$ cat config.mk
export PLATFORM = sky130hd
export DESIGN_NAME = pipe_stage_reg_flat
export DESIGN_NICKNAME = d
export VERILOG_FILES = /design/src/rtl/pipe_stage_reg_if.sv /design/src/rtl/pipe_stage_reg.sv /design/src/flat_wrapper.sv
export SDC_FILE = /design/constraint.sdc
export NUM_CORES = 1
export LEC_CHECK = 0
export BUFFER_PORTS_ARGS = -buffer_cell sky130_fd_sc_hd__buf_2
export CORE_ASPECT_RATIO = 1.5
export CORE_MARGIN = 4
export CORE_UTILIZATION = 40
export DETAILED_ROUTE_END_ITERATION = 7
export SLEW_MARGIN = 10
export SYNTH_ARGS = -nofsm -noshare
export SYNTH_HDL_FRONTEND = slang
export SYNTH_SLANG_ARGS = --single-unit
$ cat constraint.sdc
create_clock -name clk_i -period 5.4 [get_ports clk_i]
set_input_delay 0.81 -clock clk_i [delete_from_list [all_inputs] [get_ports clk_i]]
set_output_delay 0.81 -clock clk_i [all_outputs]
set_load 0.01 [all_outputs]
$ cat src/rtl/pipe_stage_reg_if.sv
// Valid/ready pipeline bus carrying one instruction word and its PC.
// The master drives the entry; the slave answers with ready.
interface pipe_stage_reg_if #(
    parameter int INSTR_W = 32,
    parameter int PC_W    = 32
);
    logic               valid;
    logic               ready;
    logic [INSTR_W-1:0] instr;
    logic [PC_W-1:0]    pc;

    modport master (
        output valid, instr, pc,
        input  ready
    );

    modport slave (
        input  valid, instr, pc,
        output ready
    );
endinterface

$ cat src/rtl/pipe_stage_reg.sv
// Fetch-to-decode stage register with valid/ready handshake, optional
// 2-entry skid buffer, priority flush and saturating debug counters.
module pipe_stage_reg #(
    parameter int INSTR_W = 32,
    parameter int PC_W    = 32,
    parameter int SKID    = 1,
    parameter int CNT_W   = 16
) (
    input  logic                clk_i,
    input  logic                reset_i,
    input  logic                flush_i,
    pipe_stage_reg_if.slave     in_if,
    pipe_stage_reg_if.master    out_if,
    output logic [CNT_W-1:0]    stall_cnt_o,
    output logic [CNT_W-1:0]    flush_cnt_o
);

    typedef enum logic [1:0] {
        S_EMPTY = 2'd0,
        S_FULL  = 2'd1,
        S_SKID  = 2'd2
    } state_e;

    localparam logic [CNT_W-1:0] CNT_MAX = {CNT_W{1'b1}};

    state_e             state_q, state_d;
    logic [INSTR_W-1:0] main_instr_q, main_instr_d;
    logic [PC_W-1:0]    main_pc_q, main_pc_d;
    logic [INSTR_W-1:0] skid_instr_q, skid_instr_d;
    logic [PC_W-1:0]    skid_pc_q, skid_pc_d;
    logic [CNT_W-1:0]   stall_q, stall_d;
    logic [CNT_W-1:0]   fcnt_q, fcnt_d;

    logic out_valid;
    logic in_ready;
    logic in_xfer;
    logic out_xfer;

    assign out_valid = (state_q != S_EMPTY);

    // With a skid buffer, ready is a pure function of the state register
    generate
        if (SKID != 0) begin : g_skid_rdy
            assign in_ready = (state_q != S_SKID);
        end else begin : g_pass_rdy
            assign in_ready = !out_valid || out_if.ready;
        end
    endgenerate

    assign in_xfer  = in_if.valid && in_ready;
    assign out_xfer = out_valid && out_if.ready;

    always_comb begin
        state_d      = state_q;
        main_instr_d = main_instr_q;
        main_pc_d    = main_pc_q;
        skid_instr_d = skid_instr_q;
        skid_pc_d    = skid_pc_q;
        unique case (state_q)
            S_EMPTY: begin
                if (in_xfer) begin
                    state_d      = S_FULL;
                    main_instr_d = in_if.instr;
                    main_pc_d    = in_if.pc;
                end
            end
            S_FULL: begin
                if (in_xfer && out_xfer) begin
                    main_instr_d = in_if.instr;
                    main_pc_d    = in_if.pc;
                end else if (in_xfer && SKID != 0) begin
                    state_d      = S_SKID;
                    skid_instr_d = in_if.instr;
                    skid_pc_d    = in_if.pc;
                end else if (out_xfer) begin
                    state_d = S_EMPTY;
                end
            end
            S_SKID: begin
                if (out_xfer) begin
                    state_d      = S_FULL;
                    main_instr_d = skid_instr_q;
                    main_pc_d    = skid_pc_q;
                end
            end
            default: state_d = S_EMPTY;
        endcase
        if (flush_i) begin
            state_d      = S_EMPTY;
            main_instr_d = '0;
            main_pc_d    = '0;
            skid_instr_d = '0;
            skid_pc_d    = '0;
        end
    end

    always_comb begin
        stall_d = stall_q;
        fcnt_d  = fcnt_q;
        if (!flush_i && out_valid && !out_if.ready && stall_q != CNT_MAX)
            stall_d = stall_q + CNT_W'(1);
        if (flush_i && out_valid && fcnt_q != CNT_MAX)
            fcnt_d = fcnt_q + CNT_W'(1);
    end

    always_ff @(posedge clk_i) begin
        if (reset_i) begin
            state_q      <= S_EMPTY;
            main_instr_q <= '0;
            main_pc_q    <= '0;
            skid_instr_q <= '0;
            skid_pc_q    <= '0;
            stall_q      <= '0;
            fcnt_q       <= '0;
        end else begin
            state_q      <= state_d;
            main_instr_q <= main_instr_d;
            main_pc_q    <= main_pc_d;
            skid_instr_q <= skid_instr_d;
            skid_pc_q    <= skid_pc_d;
            stall_q      <= stall_d;
            fcnt_q       <= fcnt_d;
        end
    end

    // Bubbles read as zero so downstream sees a NOP
    assign in_if.ready  = in_ready;
    assign out_if.valid = out_valid;
    assign out_if.instr = out_valid ? main_instr_q : '0;
    assign out_if.pc    = out_valid ? main_pc_q : '0;
    assign stall_cnt_o  = stall_q;
    assign flush_cnt_o  = fcnt_q;

endmodule

$ cat src/flat_wrapper.sv
// flat-port wrapper written by rule: the top's interface ports become plain ports
module pipe_stage_reg_flat 
#(
    parameter int INSTR_W = 32,
    parameter int PC_W    = 32,
    parameter int SKID    = 1,
    parameter int CNT_W   = 16
)
  (clk_i, reset_i, flush_i, stall_cnt_o, flush_cnt_o, in_if_valid, in_if_instr, in_if_pc, in_if_ready, out_if_valid, out_if_instr, out_if_pc, out_if_ready);
  pipe_stage_reg_if #(.INSTR_W(INSTR_W), .PC_W(PC_W)) in_if_i ();
  pipe_stage_reg_if #(.INSTR_W(INSTR_W), .PC_W(PC_W)) out_if_i ();
  input  logic clk_i;
  input  logic reset_i;
  input  logic flush_i;
  output logic [CNT_W-1:0] stall_cnt_o;
  output logic [CNT_W-1:0] flush_cnt_o;
  input wire logic [$bits(in_if_i.valid)-1:0] in_if_valid;
  input wire logic [$bits(in_if_i.instr)-1:0] in_if_instr;
  input wire logic [$bits(in_if_i.pc)-1:0] in_if_pc;
  output wire logic [$bits(in_if_i.ready)-1:0] in_if_ready;
  output wire logic [$bits(out_if_i.valid)-1:0] out_if_valid;
  output wire logic [$bits(out_if_i.instr)-1:0] out_if_instr;
  output wire logic [$bits(out_if_i.pc)-1:0] out_if_pc;
  input wire logic [$bits(out_if_i.ready)-1:0] out_if_ready;
  assign in_if_i.valid = in_if_valid;
  assign in_if_i.instr = in_if_instr;
  assign in_if_i.pc = in_if_pc;
  assign in_if_ready = in_if_i.ready;
  assign out_if_valid = out_if_i.valid;
  assign out_if_instr = out_if_i.instr;
  assign out_if_pc = out_if_i.pc;
  assign out_if_i.ready = out_if_ready;
  pipe_stage_reg #(.INSTR_W(INSTR_W), .PC_W(PC_W), .SKID(SKID), .CNT_W(CNT_W)) u_core (.clk_i(clk_i), .reset_i(reset_i), .flush_i(flush_i), .in_if(in_if_i), .out_if(out_if_i), .stall_cnt_o(stall_cnt_o), .flush_cnt_o(flush_cnt_o));
endmodule
Word level (Yosys, flattened, before mapping) --
Cells that the tools add are included.
Storage, ports and cells: word-level logic and storage cells 53, register bits after elaboration 162, input bits 69, output and inout bits 98
Cells by class: equality and inequality tests 10, bitwise gates (word level) 1, add/sub/neg operators 2, reduce and logical (&&, ||, !) cells 17, muxes and demuxes 16
Operators by type and width (count):
- 2-to-1 mux 32 bit | 8
- case mux 32 bit (3 select lines) | 2
- adder 16 x 1 -> 16 bit, second input constant | 2
- inequality test 16 bit, second input constant | 2
- 2-to-1 mux 2 bit | 5
- logical AND 1 bit | 8
- AND reduction 4 bit | 2
- inequality test 2 x 1 -> 1 bit, second input constant | 3
- case mux 2 bit (3 select lines) | 1
- inequality test 2 bit, second input constant | 2
- inequality test 3 x 1 -> 1 bit, second input constant | 1
- AND reduction 3 bit | 1
- nonzero test 3 bit | 1
- == test 2 x 1 -> 1 bit, second input constant | 1
- == test 2 bit, second input constant | 1
- zero test 1 bit | 2
- zero test 2 bit | 1
- nonzero test 2 bit | 1
- OR reduction 2 bit | 1
- NOT 1 bit | 1

Logic depth before layout (Yosys ltp) --
Gate-level depths: netlist (run 1).
depth after elaboration 6, gate-level depth with buffers 6, mapped depth without buffers 5

Least setup slack after synthesis (run 1) --
No wires, ideal clock.
path type input -> register, start input port out_if_ready, end register u_core.stall_q[15] (netlist: u_core.stall_cnt_o[15]), path buffers 1, path slack 2.953 ns, setup time 0.121 ns, data arrival time 2.326 ns, required time 5.279 ns, stages on the path 5, path through or2_1 > or4b_1 > buf_2 > nor4_1 > mux2_2
On the way: longest elaborated chain between the ends 3
RTL lines:
- start, declared | RTL line flat_wrapper.sv:24 | input wire logic [$bits(out_if_i.ready)-1:0] out_if_ready;
- zero test 1 bit | RTL line pipe_stage_reg.sv:100 | if (!flush_i && out_valid && !out_if.ready && stall_q != CNT_MAX)
- logical AND 1 bit (2 in series) | RTL line pipe_stage_reg.sv:100
- end signal, assigned | RTL line pipe_stage_reg.sv:121 | stall_q <= stall_d;
- end, declared | RTL line pipe_stage_reg.sv:31 | logic [CNT_W-1:0] stall_q, stall_d;
No other way between the ends. A chain may end at the register's enable or synchronous reset.

Worst setup path after layout (run 1) --
start register u_core.state_q[1], end output port out_if_instr[23]
On the way: longest elaborated chain between the ends 2
RTL lines:
- start, declared | RTL line pipe_stage_reg.sv:26 | state_e state_q, state_d;
- start signal, assigned | RTL line pipe_stage_reg.sv:116 | state_q <= state_d;
- nonzero test 2 bit | RTL line pipe_stage_reg.sv:39 | assign out_valid = (state_q != S_EMPTY);
- 2-to-1 mux 32 bit | RTL line pipe_stage_reg.sv:129 | assign out_if.instr = out_valid ? main_instr_q : '0;
- end, declared | RTL line flat_wrapper.sv:22 | output wire logic [$bits(out_if_i.instr)-1:0] out_if_instr;
No other way between the ends.

==> results of run 1 <==
-- registers in the layout, indices dropped and copies added, names as in the netlist --
signal               flops
u_core.flush_cnt_o      16
u_core.main_instr_q     32
u_core.main_pc_q        32
u_core.skid_instr_q     32
u_core.skid_pc_q        32
u_core.stall_cnt_o      16
u_core.state_q           2
-- kinds of logic after synthesis --
group                      synth area share, %
AOI/OAI and AO/OA                         16.3
xor gates and xnor gates                 0.122
adders and majority gates                0.348
buffers and inverters                     4.23
DFF                                       45.2
muxes                                     10.0
and+or+nand+nor                           23.8
-- per-stage QoR --
stage                     instance area [sq um]  hold WS [ps]
after floorplan                            7180           436
after global placement                     8100           441
after detailed placement                   8100           446
after CTS                                  8690           454
after global routing                       8690           465
final                                      8690           452
-- worst paths after layout --
path	cells past startpoint	slack, ps	endpoint
worst max-delay path	5	1910	out_if_instr[23]
worst min-delay path	2	450	u_core.skid_instr_q[2]$_SDFFE_PP0P_
worst max register to register	6	2890	u_core.stall_cnt_o[3]$_SDFFE_PP0P_
worst min register to register	2	450	u_core.skid_instr_q[2]$_SDFFE_PP0P_
-- layout make-up --
class | count | area, sq um | share of cell area, %
clock buffer | 24 | 492 | 5.66
antenna | 2 | 5.00 | 0.0576
inverter | 7 | 26.3 | 0.302
timing repair buffer | 176 | 906 | 10.4
sequential | 162 | 3240 | 37.3
tap | 213 | 267 | 3.07
multi-input combinational | 614 | 3660 | 42.1
clock inverter | 7 | 97.6 | 1.12
-- layout by cell type, fill, tap and decap left out, types with 2 or more instances in the layout --
cell	count
buf_2	166
dfxtp_1	162
nand2_1	135
a21oi_1	82
nor2_1	77
a211oi_1	67
and2_1	66
mux2i_1	65
clkbuf_16	17
nand3_1	11
o31ai_1	10
buf_4	10
nor2b_1	9
or4_1	9
nand4_1	8
nor4_1	7
o21ai_0	7
mux2_2	6
or3_1	6
inv_1	6
nor3_1	5
clkbuf_8	4
nand2b_1	3
o41ai_1	3
and4_1	3
nor3b_1	3
clkbuf_1	3
diode_2	2
and3_1	2
a31oi_1	2
a311oi_1	2
o311ai_0	2
o21a_1	2
ha_1	2
clkinvlp_4	2
bufinv_16	2
inv_6	2
-- layer usage --
layer / global-route usage (%) / vias to the layer above / routed length, um
met2: 30.7 / 133 / 9020
met5: 0 / - / 28
met3: 4.65 / 25 / 960
met4: 7.30 / 6 / 340
li1: - / 3232 / -
met1: 21.7 / 2869 / 7940
-- worst max-delay path: cells and delay by family (launching register included) --
| kind | cells | cell delay (ps) |
|---|---|---|
| buffers and inverters | 3 | 1440 |
| and+or+nand+nor | 2 | 430 |
| DFF | 1 | 390 |
-- power groups by stage --
stage          clock network [mW]  registers [mW]  logic, mW
5_1_grt                      1.29            1.24      0.197
2_1_floorplan                   0            1.26      0.112
3_3_place_gp                    0            1.26      0.175
6_report                     1.21            1.24      0.174
4_1_cts                      1.24            1.24      0.177
3_5_place_dp                    0            1.26      0.177
==> impl_metrics.toml, run 1 <==
[hold_path]
worst_hold_startpoint = "u_core.skid_instr_q[2]$_SDFFE_PP0P_"
min_path_type = "reg2reg"

[timing]
finalWorstSetupSlack_ps = 1910
hold_viol_final = 0
final.setup.tns_ps = 0
max_freq_mhz = 286
setup_viol = 0
worstMarginPinSlew_ps = 943
finalMaxSlewViolations = 0
period_share_pct = 64.6
min_period_ps = 3490
skew_ps = 12.0
maxSlewHeadroom_pct = 36.7
rsz0062_at_grt = "no"

[cells_and_area]
fillers = 1731
nets = 1049
syn_to_final_growth_pct = 21.1
utilization_pct = 49.7
drive_above_1_share_pct = 22.1
instances_no_fill = 1205

[worst_setup_path]
crit_fanout = 40
path_cells = "nor2_1 -> clkinv_1 -> buf_4 -> and2_1 -> buf_2"
crit_path_start = "u_core.state_q[1]$_SDFFE_PP0P_"
critPathSlowestCell = "clkinv_1"
critical_path_arrival_ps = 2680
worstSetupEndpointType = "output pin"
rr_startpoint = "u_core.state_q[1]$_SDFFE_PP0P_"
criticalPathCategory = "reg2out"
critPathLaunchType = "flip-flop"
max_stage_delay_ps = 790
required_ps = 4590

[die]
fp.dieW_um = 117
rows = 59
floorplan.initialDensity_pct = 41.0
fp.dieArea_sq_mm = 0.0202
die_y_um = 172
fp.coreArea_sq_mm = 0.0175
io_pins = 167

[cts]
post_cts_buffers = 0
clkTransAtPathRegs_ps = 60
clock-sinks = 162
root_buffer = "clkbuf_16"
numCtsBuffers = 17
clock_path_buffers = 2
cts-resized-gates = 0
htree_levels = 4
cts_tree = "built"
hold_buffers = 0
clkLatencyLatePin_ps = 420

[power_and_ir_drop]
pwr-share-comb_pct = 6.6
static-leakage-power_nw = 3.86
seq_power_share_pct = 47.3
p_sw_uw = 597
ir_worst_vdd_mv = 0.182
internal_power_mw = 2.02
p_sw_share_pct = 22.8
power_density_mw_per_mm2 = 301
clockPowerShare_pct = 46.1
p_total_mw = 2.61

[drt]
route.antenna.remaining_nets = 0
drtIter0Drc = 387
drc = 0
vias_per_cell = 5.20
finalWirelength_mm = 18.3
dr.pass1.iters = 5
routedWlPerCell_um = 15.2
vias = 6265

[synth]
ys_warn_count = 0
ys_ff_latch = 162
synth_edf_count = 0
syn_inst = 850
yosys-top-cells-area = "dfxtp_1, mux2i_1, nand2_1, a211oi_1, and2_1"
syn_area_per_cell_sq_um = 8.45
yosysMostFrequentCell = "dfxtp_1"
synth-async-reset-ratio_pct = 0
synth-main-ff-cell = "dfxtp_1"
synth_top_cell_area_share_pct = 45.2
synth.largest_area_cell = "dfxtp_1"
synth_commonest_cells = "dfxtp_1, nand2_1, a21oi_1, nor2_1"
synth.net_count = 921
ys_types = 49
yosysSeqAreaShare_pct = 45.2
netlist_area_sq_mm = 0.00718

[flow_run]
max_cap_violations = 0

[placed_design]
portBuffers = 166
dp_cells = 1172
dp_hpwl_mm = 12.0
preCtsSetupSlack_ps = 2230
routabilityCongestion = 0.816

[global_route]
first_global_vias = 5956
grt_max_degree = 71
grt_pass1_wl_mm = 29.8
antenna_found_initial = 4
gr-usage-all-layers_pct = 18.0
grt_overflow = 0

[run_status]
status = "finished clean"
Note: power is estimated with default switching activity, not from simulation.
==> run 2, diff against run 1 <==
--- a/config.mk
+++ b/config.mk
@@ -5,6 +5,7 @@
 export SDC_FILE = /design/constraint.sdc
 export NUM_CORES = 1
 export LEC_CHECK = 0
+export ABC_AREA = 1
 export BUFFER_PORTS_ARGS = -buffer_cell sky130_fd_sc_hd__buf_2
 export CORE_ASPECT_RATIO = 1.5
 export CORE_MARGIN = 4
==> constraint.sdc (replaced) <==
create_clock -name clk_i -period 2.9 [get_ports clk_i]
set_input_delay 0.435 -clock clk_i [delete_from_list [all_inputs] [get_ports clk_i]]
set_output_delay 0.435 -clock clk_i [all_outputs]
set_load 0.01 [all_outputs]
==> run 2 against run 1 <==
Net effect: clock skew down 3.9 ps; sequential share of layout area down 2.1 points; sequential power up 86%; synthesized cell count up 42%; largest cell class unchanged; highest routed layer unchanged.
==> impl_metrics.toml, run 2 <==
[run_status]
status = "finished clean"

[die]
floorplan.initialDensity_pct = 40.9
fp.dieArea_sq_mm = 0.0214
io_pins = 167
rows = 61
fp.coreArea_sq_mm = 0.0187
die_y_um = 177
fp.dieW_um = 121

[cts]
clock-sinks = 162
root_buffer = "clkbuf_16"
numCtsBuffers = 17
clock_path_buffers = 2
htree_levels = 4
clkTransAtPathRegs_ps = 60
post_cts_buffers = 0
cts-resized-gates = 0
clkLatencyLatePin_ps = 420
hold_buffers = 0
cts_tree = "built"

[placed_design]
dp_cells = 1566
portBuffers = 166
dp_hpwl_mm = 13.9
routabilityCongestion = 0.857

[timing]
min_period_ps = 2490
setup_viol = 0
max_freq_mhz = 402
hold_viol_final = 0
fin_hold_ws_ps = 242
period_share_pct = 85.9
maxSlewHeadroom_pct = 44.3
finalMaxSlewViolations = 0
skew_ps = 8.12
rsz0062_at_grt = "no"
worstMarginPinSlew_ps = 836
final.setup.tns_ps = 0

[worst_setup_path]
crit_fanout = 78
critPathLaunchType = "flip-flop"
critical_path_arrival_ps = 2050
ff2ff_path_depth = 10
r2r_slack_ps = 720
required_ps = 2470
worstSetupEndpointType = "output pin"
criticalPathCategory = "reg2out"
rr_startpoint = "u_core.state_q[0]$_SDFFE_PP0P_"
reg2reg_to = "u_core.main_instr_q[26]$_SDFFE_PP0P_"

[cells_and_area]
syn_to_final_growth_pct = 20.5
nets = 1404
instances_no_fill = 1599
final_common_cell = "nor2_1"
drive_above_1_share_pct = 16.7
mostFrequentLayoutCells = "nor2_1, nand2_1, buf_2, dfxtp_1, inv_1"

[synth]
netlist_area_sq_mm = 0.00765
ys_warn_count = 0
ys_types = 25
synth_edf_count = 0
synth.largest_area_cell = "dfxtp_1"
synth-main-ff-cell = "dfxtp_1"
synth_commonest_cells = "nor2_1, nand2_1, dfxtp_1, inv_1, o21ai_0"
synth_top_cell_area_share_pct = 42.4
yosysSeqAreaShare_pct = 42.4
syn_area_per_cell_sq_um = 6.34
synth-async-reset-ratio_pct = 0
syn_inst = 1206
yosysMostFrequentCell = "nor2_1"
ys_ff_latch = 162
yosys-top-cells-area = "dfxtp_1, nor2_1, nand2_1, o21ai_0, nand3_1"
synth.net_count = 1277

[hold_path]
hold_path_depth = 2
worst_hold_startpoint = "reset_i"
min_path_type = "in2reg"
min_delay_worst_endpoint = "u_core.flush_cnt_o[12]$_SDFFE_PP0P_"

[drt]
finalWirelength_mm = 21.2
routedWlPerCell_um = 13.2
drc = 0
vias_per_cell = 4.80
route.antenna.remaining_nets = 0
drtIter0Drc = 550
vias = 7671
dr.pass1.iters = 5

[global_route]
first_global_vias = 7300
grt_max_degree = 79
grt_overflow = 0
grt_pass1_wl_mm = 34.7
antenna_found_initial = 4
gr-usage-all-layers_pct = 19.9

[power_and_ir_drop]
static-leakage-power_nw = 4.06
power_density_mw_per_mm2 = 541
ir_worst_vdd_mv = 0.326

[flow_run]
max_cap_violations = 0
## run 2: how the worst max path moves through the flow
stage,from,to,slack (ps),cells after the start
6_report,u_core.state_q[0]$_SDFFE_PP0P_,in_if_ready,410,4
5_1_grt,u_core.state_q[0]$_SDFFE_PP0P_,in_if_ready,260,4
4_1_cts,u_core.state_q[0]$_SDFFE_PP0P_,in_if_ready,360,4
3_5_place_dp,u_core.state_q[0]$_SDFFE_PP0P_,u_core.main_instr_q[26]$_SDFFE_PP0P_,690,10
3_3_place_gp,u_core.state_q[0]$_SDFFE_PP0P_,u_core.main_instr_q[3]$_SDFFE_PP0P_,780,10
2_1_floorplan,u_core.state_q[1]$_SDFFE_PP0P_,out_if_instr[0],1240,5
## run 2: worst max-delay path: stages (launching register included)
cell and delay (ps):
dfxtp_1 410, inv_2 190, nand2_2 110, buf_4 660
buf_2 260
## run 2: layout make-up
type / count / area (sq um)
Fill cell: 2017 / 9490
Tap cell: 252 / 315
Antenna cell: 2 / 5.00
Clock buffer: 20 / 467
Timing Repair Buffer: 182 / 976
Inverter: 110 / 413
Clock inverter: 11 / 130
Multi-Input combinational cell: 860 / 3660
Sequential cell: 162 / 3240
## run 2: metrics by stage
step / util [%] / setup WS [ps] / area (sq um) / total power [mW]
2_1_floorplan: - / 1240 / 7650 / 2.63
3_5_place_dp: 46.0 / 687 / 8610 / 2.78
6_report: 49.3 / 410 / 9210 / 4.99
3_3_place_gp: 46.0 / 783 / 8610 / 2.78
4_1_cts: 49.2 / 358 / 9210 / 5.04
5_1_grt: 49.3 / 258 / 9210 / 5.19
## run 2: cells by family after synthesis
group | Yosys count | share of synthesized area [%]
adder cells (fa/ha/maj) | 2 | 0.327
buffers and inverters | 184 | 9.98
flip-flops | 162 | 42.4
AND/OR/NAND/NOR | 671 | 35.0
AO/OA/AOI/OAI | 187 | 12.3
## run 2: metal layers
| metal | global-route usage (%) | wire [um] | vias up |
|---|---|---|---|
| met5 | 0 | 27 | - |
| met4 | 6.85 | 374 | 4 |
| met3 | 4.30 | 1190 | 24 |
| met2 | 35.5 | 10600 | 173 |
| met1 | 23.4 | 8960 | 3454 |
| li1 | - | - | 4016 |
## run 2: power breakdown
part           leakage [nW]  switching (mW)  internal (mW)  total [mW]
registers              1.31          0.0277           2.28        2.31
logic                  2.46           0.279          0.142       0.421
clock network         0.281           0.923           1.34        2.26
total                  4.06            1.23           3.76        4.99
